===== src/rtl/ex_stage_pkg.sv =====
// Shared types and encodings for the RV32I execute stage.
// data_t/addr_t are the common 32-bit datapath types. alu_op_t, fwd_sel_t and
// result_src_t name the control encodings driven by decode and hazard logic.
// The F3_* constants give the branch conditions carried in funct3.
package ex_stage_pkg;

    typedef logic [31:0] data_t;
    typedef logic [31:0] addr_t;

    typedef enum logic [3:0] {
        ALU_ADD    = 4'd0,
        ALU_SUB    = 4'd1,
        ALU_AND    = 4'd2,
        ALU_OR     = 4'd3,
        ALU_XOR    = 4'd4,
        ALU_SLL    = 4'd5,
        ALU_SRL    = 4'd6,
        ALU_SRA    = 4'd7,
        ALU_SLT    = 4'd8,
        ALU_SLTU   = 4'd9,
        ALU_PASS_B = 4'd10
    } alu_op_t;

    typedef enum logic [1:0] {
        FWD_REG     = 2'b00,
        FWD_WB      = 2'b01,
        FWD_MEM     = 2'b10,
        FWD_REG_ALT = 2'b11
    } fwd_sel_t;

    typedef enum logic [1:0] {
        RES_ALU  = 2'd0,
        RES_MEM  = 2'd1,
        RES_PC4  = 2'd2,
        RES_RSVD = 2'd3
    } result_src_t;

    localparam logic [2:0] F3_BEQ  = 3'b000;
    localparam logic [2:0] F3_BNE  = 3'b001;
    localparam logic [2:0] F3_BLT  = 3'b100;
    localparam logic [2:0] F3_BGE  = 3'b101;
    localparam logic [2:0] F3_BLTU = 3'b110;
    localparam logic [2:0] F3_BGEU = 3'b111;

endpackage


===== src/rtl/ex_stage_alu.sv =====
// Combinational ALU plus branch comparator for the execute stage.
// Ports: a, b      - ALU operands (already muxed for pc/imm)
//        op        - alu_op_t encoding; unused codes yield 0
//        cmp_a/b   - forwarded rs1/rs2 for the branch compare
//        funct3    - branch condition select
//        result    - ALU result (wraps modulo 2^32)
//        taken     - branch condition outcome
module ex_alu
    import ex_stage_pkg::*;
(
    input  data_t      a,
    input  data_t      b,
    input  logic [3:0] op,
    input  data_t      cmp_a,
    input  data_t      cmp_b,
    input  logic [2:0] funct3,
    output data_t      result,
    output logic       taken
);

    logic [4:0] shamt;
    assign shamt = b[4:0];

    always_comb begin
        result = '0;
        case (alu_op_t'(op))
            ALU_ADD:    result = a + b;
            ALU_SUB:    result = a - b;
            ALU_AND:    result = a & b;
            ALU_OR:     result = a | b;
            ALU_XOR:    result = a ^ b;
            ALU_SLL:    result = a << shamt;
            ALU_SRL:    result = a >> shamt;
            ALU_SRA:    result = data_t'($signed(a) >>> shamt);
            ALU_SLT:    result = {31'd0, $signed(a) < $signed(b)};
            ALU_SLTU:   result = {31'd0, a < b};
            ALU_PASS_B: result = b;
            default:    result = '0;
        endcase
    end

    // funct3 010/011 are not branch conditions and never resolve taken.
    always_comb begin
        taken = 1'b0;
        case (funct3)
            F3_BEQ:  taken = (cmp_a == cmp_b);
            F3_BNE:  taken = (cmp_a != cmp_b);
            F3_BLT:  taken = ($signed(cmp_a) <  $signed(cmp_b));
            F3_BGE:  taken = ($signed(cmp_a) >= $signed(cmp_b));
            F3_BLTU: taken = (cmp_a <  cmp_b);
            F3_BGEU: taken = (cmp_a >= cmp_b);
            default: taken = 1'b0;
        endcase
    end

endmodule


===== src/rtl/ex_stage.sv =====
// Execute stage of the 5-stage RV32I pipeline.
// Inputs : ID/EX slot (id_*), forwarding selects and wb_result, stall/flush.
// Outputs: EX/MEM register (mem_*), and the combinational PC redirect
//          (pc_redirect, pc_target) for taken branches and jumps.
// EX/MEM priority: reset > stall > flush > load.
module ex_stage
    import ex_stage_pkg::*;
#(
    parameter int unsigned XLEN = 32
) (
    input  logic            clk,
    input  logic            reset,
    input  logic            stall_e,
    input  logic            flush_e,
    input  logic            id_valid,
    input  logic [XLEN-1:0] id_rs1_data,
    input  logic [XLEN-1:0] id_rs2_data,
    input  logic [4:0]      id_rd,
    input  logic [XLEN-1:0] id_imm,
    input  logic [XLEN-1:0] id_pc,
    input  logic [XLEN-1:0] id_pc_plus4,
    input  logic [3:0]      id_alu_op,
    input  logic            id_alu_src_a,
    input  logic            id_alu_src_b,
    input  logic [2:0]      id_funct3,
    input  logic            id_branch,
    input  logic            id_jump,
    input  logic            id_jalr,
    input  logic            id_reg_write,
    input  logic            id_mem_write,
    input  logic [1:0]      id_result_src,
    input  logic [1:0]      fwd_a_sel,
    input  logic [1:0]      fwd_b_sel,
    input  logic [XLEN-1:0] wb_result,
    output logic            mem_valid,
    output logic            mem_reg_write,
    output logic            mem_mem_write,
    output logic [1:0]      mem_result_src,
    output logic [2:0]      mem_funct3,
    output logic [4:0]      mem_rd,
    output logic [XLEN-1:0] mem_alu_result,
    output logic [XLEN-1:0] mem_write_data,
    output logic [XLEN-1:0] mem_pc_plus4,
    output logic            pc_redirect,
    output logic [XLEN-1:0] pc_target
);

    data_t fwd_a, fwd_b;
    data_t alu_a, alu_b, alu_result;
    data_t jalr_sum;
    logic  taken;

    // Source 10 feeds back this stage's own EX/MEM result.
    always_comb begin
        fwd_a = id_rs1_data;
        case (fwd_sel_t'(fwd_a_sel))
            FWD_WB:  fwd_a = wb_result;
            FWD_MEM: fwd_a = mem_alu_result;
            default: fwd_a = id_rs1_data;
        endcase
    end

    always_comb begin
        fwd_b = id_rs2_data;
        case (fwd_sel_t'(fwd_b_sel))
            FWD_WB:  fwd_b = wb_result;
            FWD_MEM: fwd_b = mem_alu_result;
            default: fwd_b = id_rs2_data;
        endcase
    end

    assign alu_a = id_alu_src_a ? id_pc  : fwd_a;
    assign alu_b = id_alu_src_b ? id_imm : fwd_b;

    ex_alu u_alu (
        .a      (alu_a),
        .b      (alu_b),
        .op     (id_alu_op),
        .cmp_a  (fwd_a),
        .cmp_b  (fwd_b),
        .funct3 (id_funct3),
        .result (alu_result),
        .taken  (taken)
    );

    assign jalr_sum    = fwd_a + id_imm;
    assign pc_target   = id_jalr ? {jalr_sum[XLEN-1:1], 1'b0} : id_pc + id_imm;
    // Gated by reset so no redirect escapes while the pipeline is being cleared.
    assign pc_redirect = reset & id_valid & ~stall_e & (id_jump | (id_branch & taken));

    always_ff @(posedge clk) begin
        if (!reset || (!stall_e && flush_e)) begin
            mem_valid      <= 1'b0;
            mem_reg_write  <= 1'b0;
            mem_mem_write  <= 1'b0;
            mem_result_src <= '0;
            mem_funct3     <= '0;
            mem_rd         <= '0;
            mem_alu_result <= '0;
            mem_write_data <= '0;
            mem_pc_plus4   <= '0;
        end else if (!stall_e) begin
            mem_valid      <= id_valid;
            mem_reg_write  <= id_valid & id_reg_write;
            mem_mem_write  <= id_valid & id_mem_write;
            mem_result_src <= id_result_src;
            mem_funct3     <= id_funct3;
            mem_rd         <= id_rd;
            mem_alu_result <= alu_result;
            mem_write_data <= fwd_b;
            mem_pc_plus4   <= id_pc_plus4;
        end
    end

endmodule


===== config.mk =====
export PLATFORM = sky130hd
export DESIGN_NAME = ex_stage
export DESIGN_NICKNAME = d
export VERILOG_FILES = /design/src/rtl/ex_stage_pkg.sv /design/src/rtl/ex_stage_alu.sv /design/src/rtl/ex_stage.sv
export SDC_FILE = /design/constraint.sdc
export NUM_CORES = 1
export LEC_CHECK = 0
export CAP_MARGIN = 20
export CORE_MARGIN = 10
export CORE_UTILIZATION = 35
export CTS_CLUSTER_SIZE = 30
export DETAILED_ROUTE_END_ITERATION = 16
export GPL_TIMING_DRIVEN = 0
export PLACE_DENSITY = 0.57
export RECOVER_POWER = 50
export SLEW_MARGIN = 20
export SYNTH_ARGS = -nofsm -noshare
export SYNTH_HDL_FRONTEND = slang
export SYNTH_SLANG_ARGS = --single-unit

===== constraint.sdc =====
create_clock -name clk -period 9.7 [get_ports clk]
set_clock_uncertainty 0.15 [all_clocks]
set_input_delay 2.425 -clock clk [delete_from_list [all_inputs] [get_ports clk]]
set_output_delay 2.425 -clock clk [all_outputs]
set_load 0.02 [all_outputs]

### Word level (Yosys, flattened, before mapping)

Cells that the tools add are included.

| cells by class | value |
|---|---|
| shifts and indexed selects | 3 |
| add/sub/neg operators | 4 |
| equality and inequality tests | 21 |
| bitwise gates (word level) | 11 |
| magnitude comparators | 6 |
| muxes and demuxes | 7 |
| reduce and logical (&&, ||, !) cells | 6 |

Operator list:

| cell | count |
|---|---|
| $pmux W32 S11 | 1 |
| $lt A32 B32 Y1 | 4 |
| $pmux W32 S2 | 2 |
| $add A32 B32 Y32 | 3 |
| $mux W32 | 3 |
| $ge A32 B32 Y1 | 2 |
| $and A32 B32 Y32 | 1 |
| $eq A32 B32 Y1 | 1 |
| $ne A32 B32 Y1 | 1 |
| $or A32 B32 Y32 | 1 |
| $shl A32 B5 Y32 | 1 |
| $shr A32 B5 Y32 | 1 |
| $sshr A32 B5 Y32 | 1 |
| $sub A32 B32 Y32 | 1 |
| $xor A32 B32 Y32 | 1 |
| $eq A4 B3 Y1 const B | 4 |
| $eq A3 B3 Y1 const B | 4 |
| $eq A4 B4 Y1 const B | 3 |
| $eq A4 B2 Y1 const B | 2 |
| $and A1 B1 Y1 | 6 |
| $pmux W1 S6 | 1 |
| $eq A2 B1 Y1 const B | 2 |
| $eq A2 B2 Y1 const B | 2 |
| $eq A4 B1 Y1 const B | 1 |
| other kinds (8) | 9 |

| storage, ports and cells | value |
|---|---|
| word-level logic and storage cells | 67 |
| bits in registers | 109 |
| input port bits | 222 |
| output and inout port bits | 142 |

### Depth between registers and ports, before layout

| depth | value |
|---|---|
| depth in word-level cells | 7 |
| depth in mapped cells | 22 |
| mapped depth without buffers | 18 |

### Cells and area by module

Synthesis repeated with hierarchy kept, for this count alone.

| unflattened totals | value |
|---|---|
| cell total of the unflattened synthesis | 2,727 |
| area total of the unflattened synthesis | 19,363.6 µm² |

Modules (own cells, without submodules):

| module | area each (µm²) | instances | sequential area each (µm²) | cells an instance |
|---|---|---|---|---|
| ex_alu | 10,075.9 | 1 | 0.0 | 1,465 |
| ex_stage | 9,287.7 | 1 | 2,182.1 | 1,262 |

### Least setup slack after synthesis

No wires, ideal clock.

| timing | value |
|---|---|
| path type | in2out |
| start | in fwd_b_sel[0] |
| end | out pc_redirect |
| cell stages on the path | 18 |
| arrival time | 5.980 ns |
| slack | 1.145 ns |
| data required time | 7.125 ns |
| buffers on the path | 4 |
| path through | inv_1 -> ha_1 -> buf_6 -> clkbuf_1 -> buf_1 -> buf_1 -> nor2_1 -> a21oi_1 -> ha_1 -> a21o_1 -> a21o_1 -> a211oi_1 -> o21ai_0 -> a221oi_1 -> o211ai_1 -> a311oi_1 -> a32oi_1 -> a21oi_1 |

| between the ends | value |
|---|---|
| longest elaborated chain between the ends | 7 |
| elaborated cells on any way between the ends | 13 |
| classes of those cells | 4 x order compare; 4 x eq/ne; 2 x mux; 3 x bitwise |

RTL lines:

| what | RTL line | source |
|---|---|---|
| from (decl) | ex_stage.sv:33 | `input logic [1:0] fwd_b_sel,` |
| $eq A2 B2 Y1 or $eq A2 B1 Y1 (tied branches) | ex_stage.sv:65 | `case (fwd_sel_t'(fwd_b_sel))` |
| $pmux W32 S2 (*) | ex_stage.sv:65 |  |
| $ge A32 B32 Y1, or another cell as far along | ex_stage_alu.sv:51 | `F3_BGEU: taken = (cmp_a >= cmp_b);` |
| $pmux W1 S6 (*) | ex_stage_alu.sv:45 | `case (funct3)` |
| $and A1 B1 Y1 (*) | ex_stage.sv:89 | `assign pc_redirect = reset & id_valid & ~stall_e & (id_jump \| (id_branch & taken));` |
| $or A1 B1 Y1 (*) | ex_stage.sv:89 |  |
| $and A1 B1 Y1 (*) | ex_stage.sv:89 |  |
| to (decl) | ex_stage.sv:44 | `output logic pc_redirect,` |

Mark *: on every way between the ends. The rest lies on a longest branch, timed or not.

### Final worst setup path

| timing | value |
|---|---|
| start | in fwd_a_sel[1] |
| end | out pc_redirect |

| between the ends | value |
|---|---|
| longest elaborated chain between the ends | 7 |
| elaborated cells on any way between the ends | 13 |
| classes of those cells | 4 x order compare; 4 x eq/ne; 2 x mux; 3 x bitwise |

RTL lines:

| what | RTL line | source |
|---|---|---|
| from (decl) | ex_stage.sv:32 | `input logic [1:0] fwd_a_sel,` |
| $eq A2 B2 Y1 or $eq A2 B1 Y1 (tied branches) | ex_stage.sv:56 | `case (fwd_sel_t'(fwd_a_sel))` |
| $pmux W32 S2 (*) | ex_stage.sv:56 |  |
| $ge A32 B32 Y1, or another cell as far along | ex_stage_alu.sv:51 |  |
| $pmux W1 S6 (*) | ex_stage_alu.sv:45 |  |
| $and A1 B1 Y1 (*) | ex_stage.sv:89 |  |
| $or A1 B1 Y1 (*) | ex_stage.sv:89 |  |
| $and A1 B1 Y1 (*) | ex_stage.sv:89 |  |

Marks and branches as above.

==> results.json <==
{
  "grt_pass1_vias": 24773,
  "cts_root_buffer": "clkbuf_16",
  "swShare_pct": 54.1,
  "syn-cell-area_um2": 19300,
  "gp_congestion": 1.11,
  "yosys-top-cells-area": "ha_1 13%, dfxtp_1 11%, mux2i_1 8.0%, a21oi_1 7.0%, nor2_1 6.4%",
  "num_rows": 85,
  "ant_nets": 0,
  "maxSlewViolCount": 0,
  "cts_hold_buf": 0,
  "coreArea_um2": 54100,
  "ys_ff_latch": 109,
  "p_comb_share_pct": 70.7,
  "cts.sinks": 109,
  "die_area_um2": 64900,
  "cp_max_fo": 10,
  "yosysWarnings": 0,
  "clock_latency_ns": 0.41,
  "netlist.area_leader.share_pct": 12.6,
  "timing.final.crit_share_pct": 98.8,
  "fmaxAchievable_mhz": 104,
  "finalWirelength_um": 134000,
  "synth.avg_cell_area_um2": 6.93,
  "power_leakage_nw": 10.4,
  "path_class": "primary input to output pin",
  "p_total_mw": 3.19,
  "worst_pin_slew_ns": 1.28,
  "cts-htree-levels": 3,
  "critPathRequiredTime_ns": 7.13,
  "hold_viol": 0,
  "p_switching_mw": 1.73,
  "drv_cap": 0,
  "wl_per_cell_um": 34.6,
  "die_height_um": 255,
  "drcViolationCount": 0,
  "synth_nets": 3202,
  "pwr-share-seq_pct": 15.7,
  "ys_types": 90,
  "start_util_pct": 35.6,
  "antenna_found_initial": 3,
  "rsz0062_at_grt": "true",
  "period_needed_ns": 9.58,
  "outcome": "complete, no violations",
  "setup_viol": 0,
  "async_reset_ff_share_pct": 0,
  "power.internal_mw": 1.47,
  "synth_largest_area_cell": "ha_1",
  "clock_path_buffers": 2,
  "place.port_buffers": 359,
  "fin_util_pct": 45.3,
  "synth_cells": 2782,
  "startpoint_type": "primary input",
  "synth_seq_area_share_pct": 11.3,
  "gr-total-overflow": 0,
  "powerDensity_nw_per_um2": 130,
  "synth_edf_count": 0,
  "numCtsBuffers": 9,
  "num-nets-final": 3587,
  "die_x_um": 255,
  "hp-class": "register to register",
  "drive_gt1_share_pct": 7.16,
  "synthToLayoutAreaGrowth_pct": 27.1,
  "arrival_ns": 7.01,
  "cts.clk_slew.worst_paths_ns": 0.07,
  "grt_pass1_wl_um": 183000,
  "max_slew_margin_pct": 14.6,
  "clock_power_share_pct": 13.6,
  "synth_flop_cell": "dfxtp_1",
  "grt_max_degree": 19,
  "dpl.hpwl_um": 111000,
  "cp-end-kind": "output pin",
  "grt_use_total_pct": 39.2,
  "ios": 364,
  "drt_iter0_markers": 3347,
  "dr_total_vias": 25835,
  "via_per_inst": 6.68,
  "fin_ws_ns": 0.120,
  "pre_cts_ws_ns": -1.97,
  "ir_worst_vdd_uv": 78.9,
  "first_pass_iters": 7,
  "cts_tree": "yes"
}
==> cells in the final DEF (no fill, tap or decap), types with 26 or more instances in the layout <==
cell type / netlist / routed
a211oi_1: 43 / 42
a21o_1: 48 / 48
a21oi_1: 269 / 254
a221oi_1: 35 / 34
a22oi_1: 93 / 86
buf_2: 39 / 40
buf_4: 9 / 26
clkbuf_1: 113 / 101
clkdlybuf4s50_1: 0 / 257
dfxtp_1: 109 / 109
dlygate4sd3_1: 0 / 93
ha_1: 194 / 191
inv_1: 144 / 144
mux2i_1: 155 / 153
nand2_1: 271 / 271
nand2b_1: 38 / 38
nand3_1: 47 / 47
nor2_1: 329 / 329
nor2b_1: 50 / 50
nor3_1: 38 / 36
o211ai_1: 61 / 61
o21ai_0: 211 / 193
xnor2_1: 42 / 42
==> critical path: stages <==
cell and delay (ns):
clkdlybuf4s50_1 0.53, inv_1 0.10, ha_1 0.27, clkbuf_4 0.31, a22oi_1 0.14, o21ai_1 0.36, ha_1 0.35, a21o_1 0.17
a21o_1 0.17, a21o_1 0.17, a211oi_1 0.26, o21ai_1 0.19, a221oi_1 0.29, o211ai_1 0.20, buf_4 0.19, a311oi_1 0.30
a32oi_1 0.10, a21oi_1 0.16, clkdlybuf4s15_2 0.29
==> flip-flops by register name (all words and copies together) (netlist names) <==
register        flops
mem_alu_result     32
mem_funct3          3
mem_mem_write       1
mem_pc_plus4       32
mem_rd              5
mem_reg_write       1
mem_result_src      2
mem_valid           1
mem_write_data     32
==> synthesized netlist by cell type, drive strengths merged (13+ instances only) <==
cell type and instances:
a211oi 45, buf 74, o21ai 224, inv 150, o21a 18, mux2i 155
nand2b 38, a31oi 26, nor4 13, nand2 271, nor2 330, nand3 47
o22ai 24, o211ai 62, xor2 25, nor3 39, nor2b 51, a221oi 57
mux2 17, o21bai 13, xnor2 42, a21o 48, a21oi 270, dfxtp 109
nand4 22, a22oi 93, a221o 20, clkbuf 114, ha 194
==> power groups by stage <==
stage / combinational (mW) / sequential [mW] / clock, mW
final: 2.26 / 0.501 / 0.434
after global placement: 2.12 / 0.508 / 0
after detailed placement: 2.12 / 0.509 / 0
after floorplan: 1.24 / 0.524 / 0
after CTS: 2.15 / 0.499 / 0.432
after global routing: 2.35 / 0.501 / 0.447
==> through the flow <==
stage               setup TNS [ns]  hold slack, ns  std cells  area, um2
detailed placement          -18.49           0.333       3846      23800
finish                           0           0.337       3869      24500
global placement            -19.34           0.325       3837      23700
CTS                        -0.0961           0.350       3865      24400
floorplan                        0           0.391       2782      19300
global route                     0           0.366       3868      24500
==> what timing repair did <==
action,in CTS,in global routing
pin swaps,2,2
gates resized for setup,91,33
buffers inserted,4,2
setup endpoints to repair,29,13
==> worst paths after layout <==
| check | from | cells after the start | endpoint | slack [ns] |
|---|---|---|---|---|
| setup / recovery | fwd_a_sel[1] | 19 | pc_redirect | 0.12 |
| hold / removal | mem_write_data[0]$_SDFFE_PP0N_ | 2 | mem_write_data[0]$_SDFFE_PP0N_ | 0.34 |
| setup reg to reg | mem_alu_result[0]$_SDFFE_PP0N_ | 16 | mem_alu_result[0]$_SDFFE_PP0N_ | 2.59 |
| hold reg to reg | mem_write_data[0]$_SDFFE_PP0N_ | 2 | mem_write_data[0]$_SDFFE_PP0N_ | 0.34 |
==> cells by family after synthesis <==
group	share of synthesized area, %
AO/OA/AOI/OAI	36.2
XOR/XNOR	3.04
adder cells (fa/ha/maj)	13.0
buffers and inverters	7.21
flip-flops	11.3
multiplexers	9.39
AND/OR/NAND/NOR	19.8
==> area by class of cell <==
cell class / instances / area (um2)
Tap cell: 696 / 871
Sequential cell: 109 / 2180
Clock inverter: 6 / 95.1
Buffer: 187 / 920
Clock buffer: 9 / 225
Multi-Input combinational cell: 2335 / 15900
Timing Repair Buffer: 375 / 3710
Inverter: 150 / 566
Antenna cell: 2 / 5.00
Fill cell: 5531 / 29600
==> routing by layer <==
metal	part of all wire, %	global-route usage (%)	vias up
met3	10	8.73	540
met5	0.019	0	-
li1	-	-	11047
met1	36	44.6	12294
met2	45	63.9	1950
met4	8.6	29.2	4
(Power assumes the default switching activity.)
